--- src/rtl/range_stream_driver_if.sv ---
// Host/consumer bundle for range_stream_driver: buffer writes, replay stream, range return and status.
interface range_stream_driver_if #(
    parameter int WIDTH = 10,
    parameter int DEPTH = 16,
    parameter int CW    = $clog2(DEPTH+1)
);
    logic             wr_en;
    logic [WIDTH-1:0] wr_data;
    logic             clr;
    logic             start;
    logic [CW-1:0]    count;
    logic             full;
    logic             overflow;
    logic             busy;
    logic             done;
    logic             go;
    logic             finish;
    logic [WIDTH-1:0] data_out;
    logic [WIDTH-1:0] range_in;
    logic [WIDTH-1:0] result;
    logic             result_valid;
    logic             start_err;
    logic             mismatch;

    modport master (
        output wr_en, wr_data, clr, start, range_in,
        input  count, full, overflow, busy, done, go, finish, data_out,
               result, result_valid, start_err, mismatch
    );

    modport slave (
        input  wr_en, wr_data, clr, start, range_in,
        output count, full, overflow, busy, done, go, finish, data_out,
               result, result_valid, start_err, mismatch
    );
endinterface

--- src/rtl/range_stream_driver.sv ---
// Buffers host samples and replays them as one go/data/finish stream, capturing the returned range.
// Define RANGE_DRV_CHECK_EN to compare the returned range against the replayed samples' max-min.
module range_stream_driver #(
    parameter int WIDTH = 10,
    parameter int DEPTH = 16,
    parameter int CW    = $clog2(DEPTH+1)
) (
    input  logic                 clock,
    input  logic                 reset,
    range_stream_driver_if.slave bus
);
    localparam int            AW       = (DEPTH > 1) ? $clog2(DEPTH) : 1;
    localparam logic [CW-1:0] FULL_CNT = CW'(DEPTH);

    typedef enum logic [1:0] {IDLE, FIRST, STREAM, FIN} state_t;

    state_t           state_q, state_d;
    logic [CW-1:0]    count_q, count_d;
    logic [AW-1:0]    idx_q, idx_d;
    logic             ovf_q, ovf_d;
    logic             done_q, done_d;
    logic             serr_q, serr_d;
    logic             rv_q, rv_d;
    logic [WIDTH-1:0] result_q, result_d;
    logic [WIDTH-1:0] mem_q [DEPTH];
    logic [WIDTH-1:0] sample;
    logic             wr_ok;
    logic             launch;

    assign sample = mem_q[idx_q];

    // Sample storage carries no reset; only count defines what is valid.
    always_ff @(posedge clock) begin
        if (wr_ok) mem_q[count_q[AW-1:0]] <= bus.wr_data;
    end

    always_ff @(posedge clock or posedge reset) begin
        if (reset) begin
            state_q  <= IDLE;
            count_q  <= '0;
            idx_q    <= '0;
            ovf_q    <= 1'b0;
            done_q   <= 1'b0;
            serr_q   <= 1'b0;
            rv_q     <= 1'b0;
            result_q <= '0;
        end else begin
            state_q  <= state_d;
            count_q  <= count_d;
            idx_q    <= idx_d;
            ovf_q    <= ovf_d;
            done_q   <= done_d;
            serr_q   <= serr_d;
            rv_q     <= rv_d;
            result_q <= result_d;
        end
    end

    always_comb begin
        state_d  = state_q;
        count_d  = count_q;
        idx_d    = idx_q;
        ovf_d    = ovf_q;
        done_d   = 1'b0;
        serr_d   = 1'b0;
        rv_d     = rv_q;
        result_d = result_q;
        wr_ok    = 1'b0;
        launch   = 1'b0;
        case (state_q)
            IDLE: begin
                if (bus.clr) begin
                    count_d = '0;
                    ovf_d   = 1'b0;
                end else if (bus.wr_en) begin
                    if (count_q == FULL_CNT) begin
                        ovf_d = 1'b1;
                    end else begin
                        wr_ok   = 1'b1;
                        count_d = count_q + CW'(1);
                    end
                end
                // Start sees the post-write count so a same-cycle write joins the run.
                if (bus.start) begin
                    if (count_d == '0) begin
                        serr_d = 1'b1;
                    end else begin
                        launch  = 1'b1;
                        state_d = FIRST;
                        idx_d   = '0;
                        rv_d    = 1'b0;
                    end
                end
            end
            FIRST: begin
                idx_d   = idx_q + AW'(1);
                state_d = (count_q == CW'(1)) ? FIN : STREAM;
            end
            STREAM: begin
                if (CW'(idx_q) == count_q - CW'(1)) state_d = FIN;
                else                                idx_d   = idx_q + AW'(1);
            end
            FIN: begin
                state_d  = IDLE;
                done_d   = 1'b1;
                rv_d     = 1'b1;
                result_d = bus.range_in;
            end
            default: state_d = IDLE;
        endcase
    end

    assign bus.count        = count_q;
    assign bus.full         = (count_q == FULL_CNT);
    assign bus.overflow     = ovf_q;
    assign bus.busy         = (state_q != IDLE);
    assign bus.done         = done_q;
    assign bus.go           = (state_q == FIRST);
    assign bus.finish       = (state_q == FIN);
    assign bus.data_out     = (state_q == FIRST || state_q == STREAM) ? sample : '0;
    assign bus.result       = result_q;
    assign bus.result_valid = rv_q;
    assign bus.start_err    = serr_q;

`ifdef RANGE_DRV_CHECK_EN
    logic [WIDTH-1:0] min_q, min_d, max_q, max_d;
    logic             mm_q, mm_d;

    always_ff @(posedge clock or posedge reset) begin
        if (reset) begin
            min_q <= '0;
            max_q <= '0;
            mm_q  <= 1'b0;
        end else begin
            min_q <= min_d;
            max_q <= max_d;
            mm_q  <= mm_d;
        end
    end

    always_comb begin
        min_d = min_q;
        max_d = max_q;
        mm_d  = mm_q;
        if (launch) mm_d = 1'b0;
        case (state_q)
            FIRST: begin
                min_d = sample;
                max_d = sample;
            end
            STREAM: begin
                if (sample < min_q) min_d = sample;
                if (sample > max_q) max_d = sample;
            end
            FIN:     mm_d = (bus.range_in != (max_q - min_q));
            default: ;
        endcase
    end

    assign bus.mismatch = mm_q;
`else
    assign bus.mismatch = 1'b0;
`endif
endmodule

--- src/flat_wrapper.sv ---
// flat-port wrapper written by rule: the top's interface ports become plain ports
module range_stream_driver_flat 
#(
    parameter int WIDTH = 10,
    parameter int DEPTH = 16,
    parameter int CW    = $clog2(DEPTH+1)
)
  (clock, reset, bus_wr_en, bus_wr_data, bus_clr, bus_start, bus_range_in, bus_count, bus_full, bus_overflow, bus_busy, bus_done, bus_go, bus_finish, bus_data_out, bus_result, bus_result_valid, bus_start_err, bus_mismatch);
  range_stream_driver_if #(.WIDTH(WIDTH), .DEPTH(DEPTH), .CW(CW)) bus_i ();
  input  logic clock;
  input  logic reset;
  input wire logic [$bits(bus_i.wr_en)-1:0] bus_wr_en;
  input wire logic [$bits(bus_i.wr_data)-1:0] bus_wr_data;
  input wire logic [$bits(bus_i.clr)-1:0] bus_clr;
  input wire logic [$bits(bus_i.start)-1:0] bus_start;
  input wire logic [$bits(bus_i.range_in)-1:0] bus_range_in;
  output wire logic [$bits(bus_i.count)-1:0] bus_count;
  output wire logic [$bits(bus_i.full)-1:0] bus_full;
  output wire logic [$bits(bus_i.overflow)-1:0] bus_overflow;
  output wire logic [$bits(bus_i.busy)-1:0] bus_busy;
  output wire logic [$bits(bus_i.done)-1:0] bus_done;
  output wire logic [$bits(bus_i.go)-1:0] bus_go;
  output wire logic [$bits(bus_i.finish)-1:0] bus_finish;
  output wire logic [$bits(bus_i.data_out)-1:0] bus_data_out;
  output wire logic [$bits(bus_i.result)-1:0] bus_result;
  output wire logic [$bits(bus_i.result_valid)-1:0] bus_result_valid;
  output wire logic [$bits(bus_i.start_err)-1:0] bus_start_err;
  output wire logic [$bits(bus_i.mismatch)-1:0] bus_mismatch;
  assign bus_i.wr_en = bus_wr_en;
  assign bus_i.wr_data = bus_wr_data;
  assign bus_i.clr = bus_clr;
  assign bus_i.start = bus_start;
  assign bus_i.range_in = bus_range_in;
  assign bus_count = bus_i.count;
  assign bus_full = bus_i.full;
  assign bus_overflow = bus_i.overflow;
  assign bus_busy = bus_i.busy;
  assign bus_done = bus_i.done;
  assign bus_go = bus_i.go;
  assign bus_finish = bus_i.finish;
  assign bus_data_out = bus_i.data_out;
  assign bus_result = bus_i.result;
  assign bus_result_valid = bus_i.result_valid;
  assign bus_start_err = bus_i.start_err;
  assign bus_mismatch = bus_i.mismatch;
  range_stream_driver #(.WIDTH(WIDTH), .DEPTH(DEPTH), .CW(CW)) u_core (.clock(clock), .reset(reset), .bus(bus_i));
endmodule
--- config.mk ---
export PLATFORM = sky130hd
export DESIGN_NAME = range_stream_driver_flat
export DESIGN_NICKNAME = d
export VERILOG_FILES = /design/src/rtl/range_stream_driver_if.sv /design/src/rtl/range_stream_driver.sv /design/src/flat_wrapper.sv
export SDC_FILE = /design/constraint.sdc
export NUM_CORES = 1
export LEC_CHECK = 0
export CAP_MARGIN = 20
export CORE_MARGIN = 2
export CORE_UTILIZATION = 45
export DETAILED_ROUTE_END_ITERATION = 8
export SLEW_MARGIN = 5
export SYNTH_ARGS = -nofsm -noshare
export SYNTH_HDL_FRONTEND = slang
export SYNTH_SLANG_ARGS = --single-unit
--- constraint.sdc ---
create_clock -name clock -period 3.75 [get_ports clock]
set_input_delay 0.75 -clock clock [delete_from_list [all_inputs] [get_ports clock]]
set_output_delay 0.75 -clock clock [all_outputs]
set_load 0.01 [all_outputs]
# == Word-level counts from Yosys, hierarchy flattened ==
# Memory sizes are Yosys's and may differ from the RTL's.
# Cells that the tools add are included.
# totals
n_memories,1
elab_cells,64
regBits,25
in_bits,25
mem_bits_rw,160
# op_classes
reduce_logical,12
n_eq_ne,10
addsub,3
n_mux,30
# memory_table
memory,depth,width,rd,rd_ports_with_merged_regs,wr,line,rtl
u_core.mem_q,16,10,1,0,1,range_stream_driver.sv:25,logic [WIDTH-1:0] mem_q [DEPTH];
# op_table
cell,count
5-bit two-way mux,4
1-bit two-way mux,16
4-bit two-way mux,3
4-bit one-hot mux with 3 select lines,1
10-bit two-way mux,1
3-bit AND reduction,3
2-bit one-hot mux with 4 select lines,1
2-bit nonzero test,4
2-bit two-way mux,3
2-bit inequality test (second input constant),3
5-bit by 1-bit adder with 5-bit output (second input constant),1
4-bit by 5-bit == test with 1-bit output,1
5-bit by 1-bit == test with 1-bit output (second input constant),1
5-bit == test (second input constant),1
5-bit zero test,1
5-bit by 1-bit subtractor with 5-bit output (second input constant),1
4-bit by 1-bit adder with 4-bit output (second input constant),1
2-bit == test (second input constant),2
4-bit AND reduction,1
3-bit nonzero test,1
2-bit by 1-bit == test with 1-bit output (second input constant),1
2-bit zero test,1
2-bit by 1-bit inequality test with 1-bit output (second input constant),1
1-bit one-hot mux with 2 select lines,1
1-bit logical OR,1

# == Logic depth before layout (Yosys ltp) ==
# Gate-level depths: netlist of the first run.
# logic_depth
ltp_word,9
ltp_mapped,10

# == Worst setup path after synthesis of the first run ==
# Ideal clock, no wire load.
# synth_timing
path_type,reg2reg
from,reg u_core.count_q[0] (netlist: u_core.bus.count[0])
to,"mem u_core.mem_q[15][0], enable pin"
n_path_buf,2
arrival_time_ns,2.412
slack_ns,0.961
synth_period_minus_slack_ns,2.789
stages_incl_launch_ff,8
t_required_ns,3.373
cell_sequence,dfrtp_1 buf_2 inv_1 ha_1 and4bb_1 buf_6 or4b_2 nor2_1
# synth_between
elab_chain_cells,7
# synth_lines
element,line,rtl
"start, declared",range_stream_driver.sv:18,"logic [CW-1:0] count_q, count_d;"
"start signal, assigned",range_stream_driver.sv:49,count_q <= count_d;
5-bit == test,n/a,
named net bus_full,flat_wrapper.sv:18,output wire logic [$bits(bus_i.full)-1:0] bus_full;
1-bit two-way mux,range_stream_driver.sv:76,if (count_q == FULL_CNT) begin
1-bit two-way mux,range_stream_driver.sv:75,end else if (bus.wr_en) begin
1-bit two-way mux,range_stream_driver.sv:72,if (bus.clr) begin
1-bit two-way mux,range_stream_driver.sv:70,case (state_q)
1-bit two-way mux,range_stream_driver.sv:34,if (wr_ok) mem_q[count_q[AW-1:0]] <= bus.wr_data;
1-bit two-way mux (implied by the code),range_stream_driver.sv:34,
"end, declared",range_stream_driver.sv:25,
# The timed path passes the listed nets, and every way through them passes these cells.

# == Worst setup path after layout of the first run ==
# layout_timing
from,reg u_core.idx_q[0]
to,out bus_data_out[4]
# layout_between
elab_chain_cells,2
# layout_lines
element,line,rtl
"start, declared",range_stream_driver.sv:19,"logic [AW-1:0] idx_q, idx_d;"
"start signal, assigned",range_stream_driver.sv:50,idx_q <= idx_d;
memory 16 x 10 bit,n/a,
10-bit two-way mux,range_stream_driver.sv:120,assign bus.data_out = (state_q == FIRST || state_q == STREAM) ? sample : '0;
"end, declared",flat_wrapper.sv:24,output wire logic [$bits(bus_i.data_out)-1:0] bus_data_out;
# Every way passes these cells.

==> results of run 1 <==
[final timing paths]
check	cells past startpoint	start	to	slack [ps]
worst min register to register	1	u_core.bus.result[0]	u_core.bus.result[0]	500
worst max register to register	6	u_core.bus.count[0]	u_core.mem_q[7][7]	990
min in group asynchronous	2	reset	u_core.bus.result[5]	570
worst max-delay path	5	u_core.idx_q[0]	bus_data_out[4]	230
max in group asynchronous	3	reset	u_core.idx_q[1]	2780
worst min-delay path	1	u_core.bus.result[0]	u_core.bus.result[0]	500
[metal layers]
metal	up-vias	GRT usage [%]	wire length, um
li1	1721	-	-
met1	2033	23.9	6370
met2	93	31.0	8220
met3	11	3.64	719
met4	0	6.02	146
met5	-	0	0
[critical path, delay by kind of cell (launching register included)]
family,cells,cell delay [ps]
flip-flops,1,380
AND/OR/NAND/NOR,1,180
buffers and inverters,2,760
multiplexers,2,1030
[final cells by class]
class / count / area, um^2 / share of cell area (%)
Sequential cell: 185 / 5430 / 59.6
Clock inverter: 11 / 61.3 / 0.672
Clock buffer: 18 / 429 / 4.71
Inverter: 12 / 45.0 / 0.494
Multi-Input combinational cell: 173 / 2070 / 22.7
Timing Repair Buffer: 84 / 806 / 8.84
Tap cell: 220 / 275 / 3.02
[cells in the final DEF, fill, tap and decap left out, types with 3 or more instances in the layout]
| cell type | n |
|---|---|
| a21oi_1 | 3 |
| o21ai_0 | 4 |
| mux4_2 | 50 |
| inv_1 | 12 |
| edfxtp_1 | 160 |
| nand2_1 | 13 |
| nor2_1 | 19 |
| mux2_2 | 13 |
| clkdlybuf4s50_1 | 57 |
| xor2_1 | 3 |
| clkinv_2 | 5 |
| nor3_1 | 3 |
| xnor2_1 | 4 |
| clkbuf_16 | 17 |
| dfrtp_1 | 23 |
| buf_4 | 25 |
| and2_1 | 11 |
| nand2b_1 | 3 |
| ha_1 | 10 |
[power by group]
group / switching [mW] / internal, mW / total, mW
Sequential: 0.128 / 2.37 / 2.50
Clock: 0.695 / 0.822 / 1.52
Combinational: 0.912 / 1.17 / 2.08
[flip-flops by register name, summed over array words and instances, names as in the netlist]
| register | flops |
|---|---|
| u_core.bus.result_valid | 1 |
| u_core.bus.overflow | 1 |
| u_core.bus.done | 1 |
| u_core.bus.start_err | 1 |
| u_core.mem_q | 160 |
| u_core.idx_q | 4 |
| u_core.bus.count | 5 |
| u_core.bus.result | 10 |
| u_core.state_q | 2 |
[stage by stage]
step / instances / utilization (%) / hold WS, ps
floorplan: 392 / - / 534
global placement: 673 / 51.7 / 489
detailed placement: 673 / 51.7 / 491
CTS: 702 / 54.6 / 509
global route: 703 / 54.8 / 530
finish: 703 / 54.8 / 505
[cell families after synthesis]
logic type,Yosys count
and+or+nand+nor,66
AOI/OAI and AO/OA,23
muxes,66
xor gates and xnor gates,7
buffers and inverters,34
DFF,185
other,1
adders and majority gates,10
==> impl_metrics.csv, run 1 <==
group,metric,value,unit
run_status,status,"completed",
critical_path,crit_top_cell,"mux4_2",
synthesis,yosysMostFrequentCell,"edfxtp_1",
timing,max_freq,284,MHz
min_path,hold_path_class,"flip-flop to flip-flop",
drt,ant_nets,0,
synthesis,synth_top_area_share,62.7,%
synthesis,yosys_register_bits,185,
clock_tree,clock-root-buffer,"clkbuf_16",
place,dp_hpwl,9530,um
synthesis,ys_dominant_reg_cell,"edfxtp_1",
place,pre_cts_slack,624,ps
clock_tree,h-tree-depth,4,
grt,overflow,0,
critical_path,required,3000,ps
timing,hold_viol_final,0,
synthesis,async_reset_ff_share,13.5,%
layout,final_area,0.00912,mm^2
drt,dr.first_iter.drc_count,278,
drt,dr.pass1.iters,4,
floorplan,fp-row-count,47,
synthesis,synth_top_cell_by_area,"edfxtp_1",
clock_tree,cts.path.max_buffers,2,
place,place_congestion,0.819,
synthesis,syn_nets,427,
clock_tree,clkTransAtPathRegs,60,ps
grt,antenna_found_initial,0,
power_and_ir_drop,power.total,6.10,mW
layout,final_nets,508,
clock_tree,clk_latency,420,ps
floorplan,die-area,0.0181,mm^2
grt,grt_max_degree,30,
floorplan,num_io_pins,59,
floorplan,die_height,135,um
critical_path,worstPathMaxFanout,15,
critical_path,crit_chain,"buf_4 -> mux4_2 -> mux4_2 -> and2_1 -> clkdlybuf4s50_1",
synthesis,synth_edf_count,160,
clock_tree,cts_buffers,17,
critical_path,cp_slowest_cell,"mux4_2",
grt,grt_pass1_vias,4008,
drt,wirelength,15500,um
clock_tree,cts_num_sinks,185,
critical_path,slowest_delay,540,ps
clock_tree,ctsHoldBuffers,0,
timing,tns,0,ps
drt,drc,0,
synthesis,yosys.cell_types.count,50,
power_and_ir_drop,p_leak,3.07,nW
timing,finalMaxSlewViolations,0,
drt,vias_per_cell,5.49,
clock_tree,cts_resized,0,
floorplan,die_w,135,um
critical_path,arrival,2770,ps
timing,min_period,3520,ps
critical_path,worstSetupPathType,"flip-flop to output pin",
synthesis,synth_compound_area_share,2.84,%
synthesis,synth_area_leaders,"edfxtp_1 (63%), mux4_2 (15%), dfrtp_1 (8.2%), mux2_2 (1.9%), ha_1 (1.6%)",
floorplan,coreArea,0.0166,mm^2
grt,grt_pass1_wl,23800,um
floorplan,start_util,46.0,%
synthesis,ys_top_cells_by_count,"edfxtp_1 (160), mux4_2 (50), dfrtp_1 (25), nor2_1 (19)",
synthesis,synth_xor_area_share,0.800,%
timing,slew_headroom,46.7,%
layout,syn2layout_area_growth,19.0,%
clock_tree,tritoncts,"built",
synthesis,synth_top_family_by_area,"multiplexers",
layout,antenna_cells,0,
synthesis,yosys_warnings,0,
synthesis,ys_seq_area_share,70.9,%
clock_tree,post_cts_buffers,0,
critical_path,critPathLaunchType,"flip-flop",
synthesis,syn_avg_cell_area,19.6,um^2
grt,grt_util_all_layers,18.3,%
timing,fin_ws,226,ps
timing,rsz0062_at_grt,"false",
power_and_ir_drop,ir_worst_vdd,0.403,mV
timing,fin_crit_sh,94.0,%
layout,drive_above_1_share,27.7,%
layout,fillCellCount,1286,
timing,tightest_slew,800,ps
critical_path,worst_setup_path_end_kind,"output pin",
synthesis,synth_area,0.00766,mm^2
synthesis,syn_inst,392,
place,placed_area,0.00860,mm^2
place,io_buffers,57,
drt,wire_per_inst,22.0,um
job,drv_cap,0,
synthesis,yosys.area_share.simple,4.60,%
synthesis,synth-adder-area-share,1.63,%
timing,fin_worst_skew,4.78,ps
power_and_ir_drop,power_per_cell_area,669,mW/mm^2
timing,setup_violations,0,
drt,vias,3858,
synthesis,muxShareOfSynthArea,17.1,%
No activity file was read; power rests on OpenSTA's default activity.
==> run 2, diff against run 1 <==
--- a/config.mk
+++ b/config.mk
@@ -9,7 +9,6 @@
 export CORE_MARGIN = 2
 export CORE_UTILIZATION = 45
 export DETAILED_ROUTE_END_ITERATION = 8
-export SLEW_MARGIN = 5
 export SYNTH_ARGS = -nofsm -noshare
 export SYNTH_HDL_FRONTEND = slang
 export SYNTH_SLANG_ARGS = --single-unit
==> constraint.sdc (replaced) <==
create_clock -name clock -period 3.94 [get_ports clock]
set_input_delay 0.788 -clock clock [delete_from_list [all_inputs] [get_ports clock]]
set_output_delay 0.788 -clock clock [all_outputs]
set_load 0.01 [all_outputs]
==> impl_metrics.csv, run 2 (same netlist as run 1, synthesis figures left out) <==
group,metric,value,unit
run_status,status,"completed",
grt,grt_max_degree,27,
grt,overflow,0,
drt,drc,0,
timing,fin_ws,306,ps
timing,max_freq,275,MHz
place,dp_hpwl,9640,um
drt,vias_per_cell,5.47,
clock_tree,cts_buffers,17,
floorplan,coreArea,0.0166,mm^2
critical_path,required,3150,ps
job,drv_cap,0,
floorplan,num_io_pins,59,
layout,syn2layout_area_growth,20.3,%
timing,rsz0062_at_grt,"false",
floorplan,die-area,0.0181,mm^2
critical_path,arrival,2850,ps
critical_path,worst_setup_path_end_kind,"output pin",
floorplan,start_util,46.0,%
place,place_congestion,0.777,
layout,fin_cells,705,
drt,ant_nets,0,
layout,final_nets,508,
critical_path,critPathLaunchType,"flip-flop",
layout,fillCellCount,1278,
timing,tightest_slew,838,ps
timing,tns,0,ps
place,pre_cts_slack,722,ps
clock_tree,ctsHoldBuffers,0,
drt,vias,3853,
clock_tree,cts_num_sinks,185,
place,io_buffers,57,
layout,layout_commonest_cell,"edfxtp_1",
timing,hold_viol_final,0,
timing,fin_hold_ws,506,ps
drt,wirelength,15500,um
clock_tree,clkTransAtPathRegs,70,ps
drt,dr.first_iter.drc_count,199,
timing,fin_crit_sh,92.2,%
clock_tree,h-tree-depth,4,
critical_path,crit_chain,"buf_4 -> mux4_2 -> mux4_2 -> and2_1 -> clkdlybuf4s50_1",
grt,antenna_found_initial,0,
critical_path,worstPathMaxFanout,19,
min_path,hold_path_class,"flip-flop to flip-flop",
floorplan,die_height,135,um
critical_path,slowest_delay,700,ps
critical_path,cp_slowest_cell,"dfrtp_2",
clock_tree,cts_resized,0,
layout,largest_reg_flops,160,
clock_tree,post_cts_buffers,0,
clock_tree,clk_latency,420,ps
power_and_ir_drop,p_leak,3.11,nW
clock_tree,tritoncts,"built",
layout,drive_above_1_share,27.8,%
grt,grt_pass1_wl,23600,um
layout,fin_util,55.4,%
timing,min_period,3630,ps
floorplan,die_w,135,um
grt,grt_pass1_vias,4004,
timing,slew_headroom,44.1,%
clock_tree,cts.path.max_buffers,2,
timing,setup_violations,0,
critical_path,crit_top_cell,"mux4_2",
power_and_ir_drop,ir_worst_vdd,0.362,mV
layout,antenna_cells,0,
floorplan,fp-row-count,47,
timing,fin_worst_skew,7.23,ps
critical_path,worstSetupPathType,"flip-flop to output pin",
timing,finalMaxSlewViolations,0,
layout,final_cell_mix,"edfxtp_1 (160), clkdlybuf4s50_1 (57), mux4_2 (50), buf_4 (24), dfrtp_1 (23)",
clock_tree,clock-root-buffer,"clkbuf_16",
critical_path,path_buf_inv,2,
critical_path,worst_path_dominant_cell_family,"multiplexers",
power_and_ir_drop,power_per_cell_area,659,mW/mm^2
drt,dr.pass1.iters,4,
grt,grt_util_all_layers,18.1,%
drt,wire_per_inst,21.9,um
place,dpl.cell_count,673,
## run 2: changes by cell type in the layout (fill, tap and decap cells not counted), sizes merged
cell	delta
clkinv	-2
inv	+2
clkinvlp	-1
bufinv	+3
## run 2: per-stage QoR
step	power, mW	instance area, um^2
3_5_place_dp	4.46	8610
4_1_cts	6.15	9190
6_report	6.08	9220
5_1_grt	6.36	9220
2_1_floorplan	3.70	7660
3_3_place_gp	4.41	8610
## run 2: worst paths after layout
check | slack [ps] | cells after the start | to | start
worst min register to register | 510 | 1 | u_core.bus.result[2] | u_core.bus.result[2]
worst min-delay path | 510 | 1 | u_core.bus.result[2] | u_core.bus.result[2]
worst max-delay path | 310 | 5 | bus_data_out[4] | u_core.idx_q[1]
min in group asynchronous | 570 | 2 | u_core.bus.result[5] | reset
max in group asynchronous | 2970 | 3 | u_core.idx_q[0] | reset
worst max register to register | 1120 | 6 | u_core.mem_q[15][5] | u_core.bus.count[0]
## run 2: area by class of cell
cell class	instances	area (um^2)	area share, %
clock buffers	18	429	4.65
clock inverters	13	153	1.66
inverters	12	45.0	0.488
multi-input cells	173	2070	22.4
flip-flops and latches	185	5430	58.9
well taps	220	275	2.99
repair buffers	84	818	8.87
## run 2: metal layers
metal | share of wire, % | track usage [%] | up-vias
li1 | - | - | 1726
met1 | 44 | 23.9 | 2026
met2 | 50 | 29.8 | 88
met3 | 4.8 | 4.24 | 13
met4 | 1.1 | 6.37 | 0
met5 | 0 | 0 | -
## run 2: where the power goes
group / internal [mW] / switching, mW
Clock: 0.990 / 0.698
Combinational: 1.12 / 0.855
Sequential: 2.26 / 0.152
Total: 4.37 / 1.70
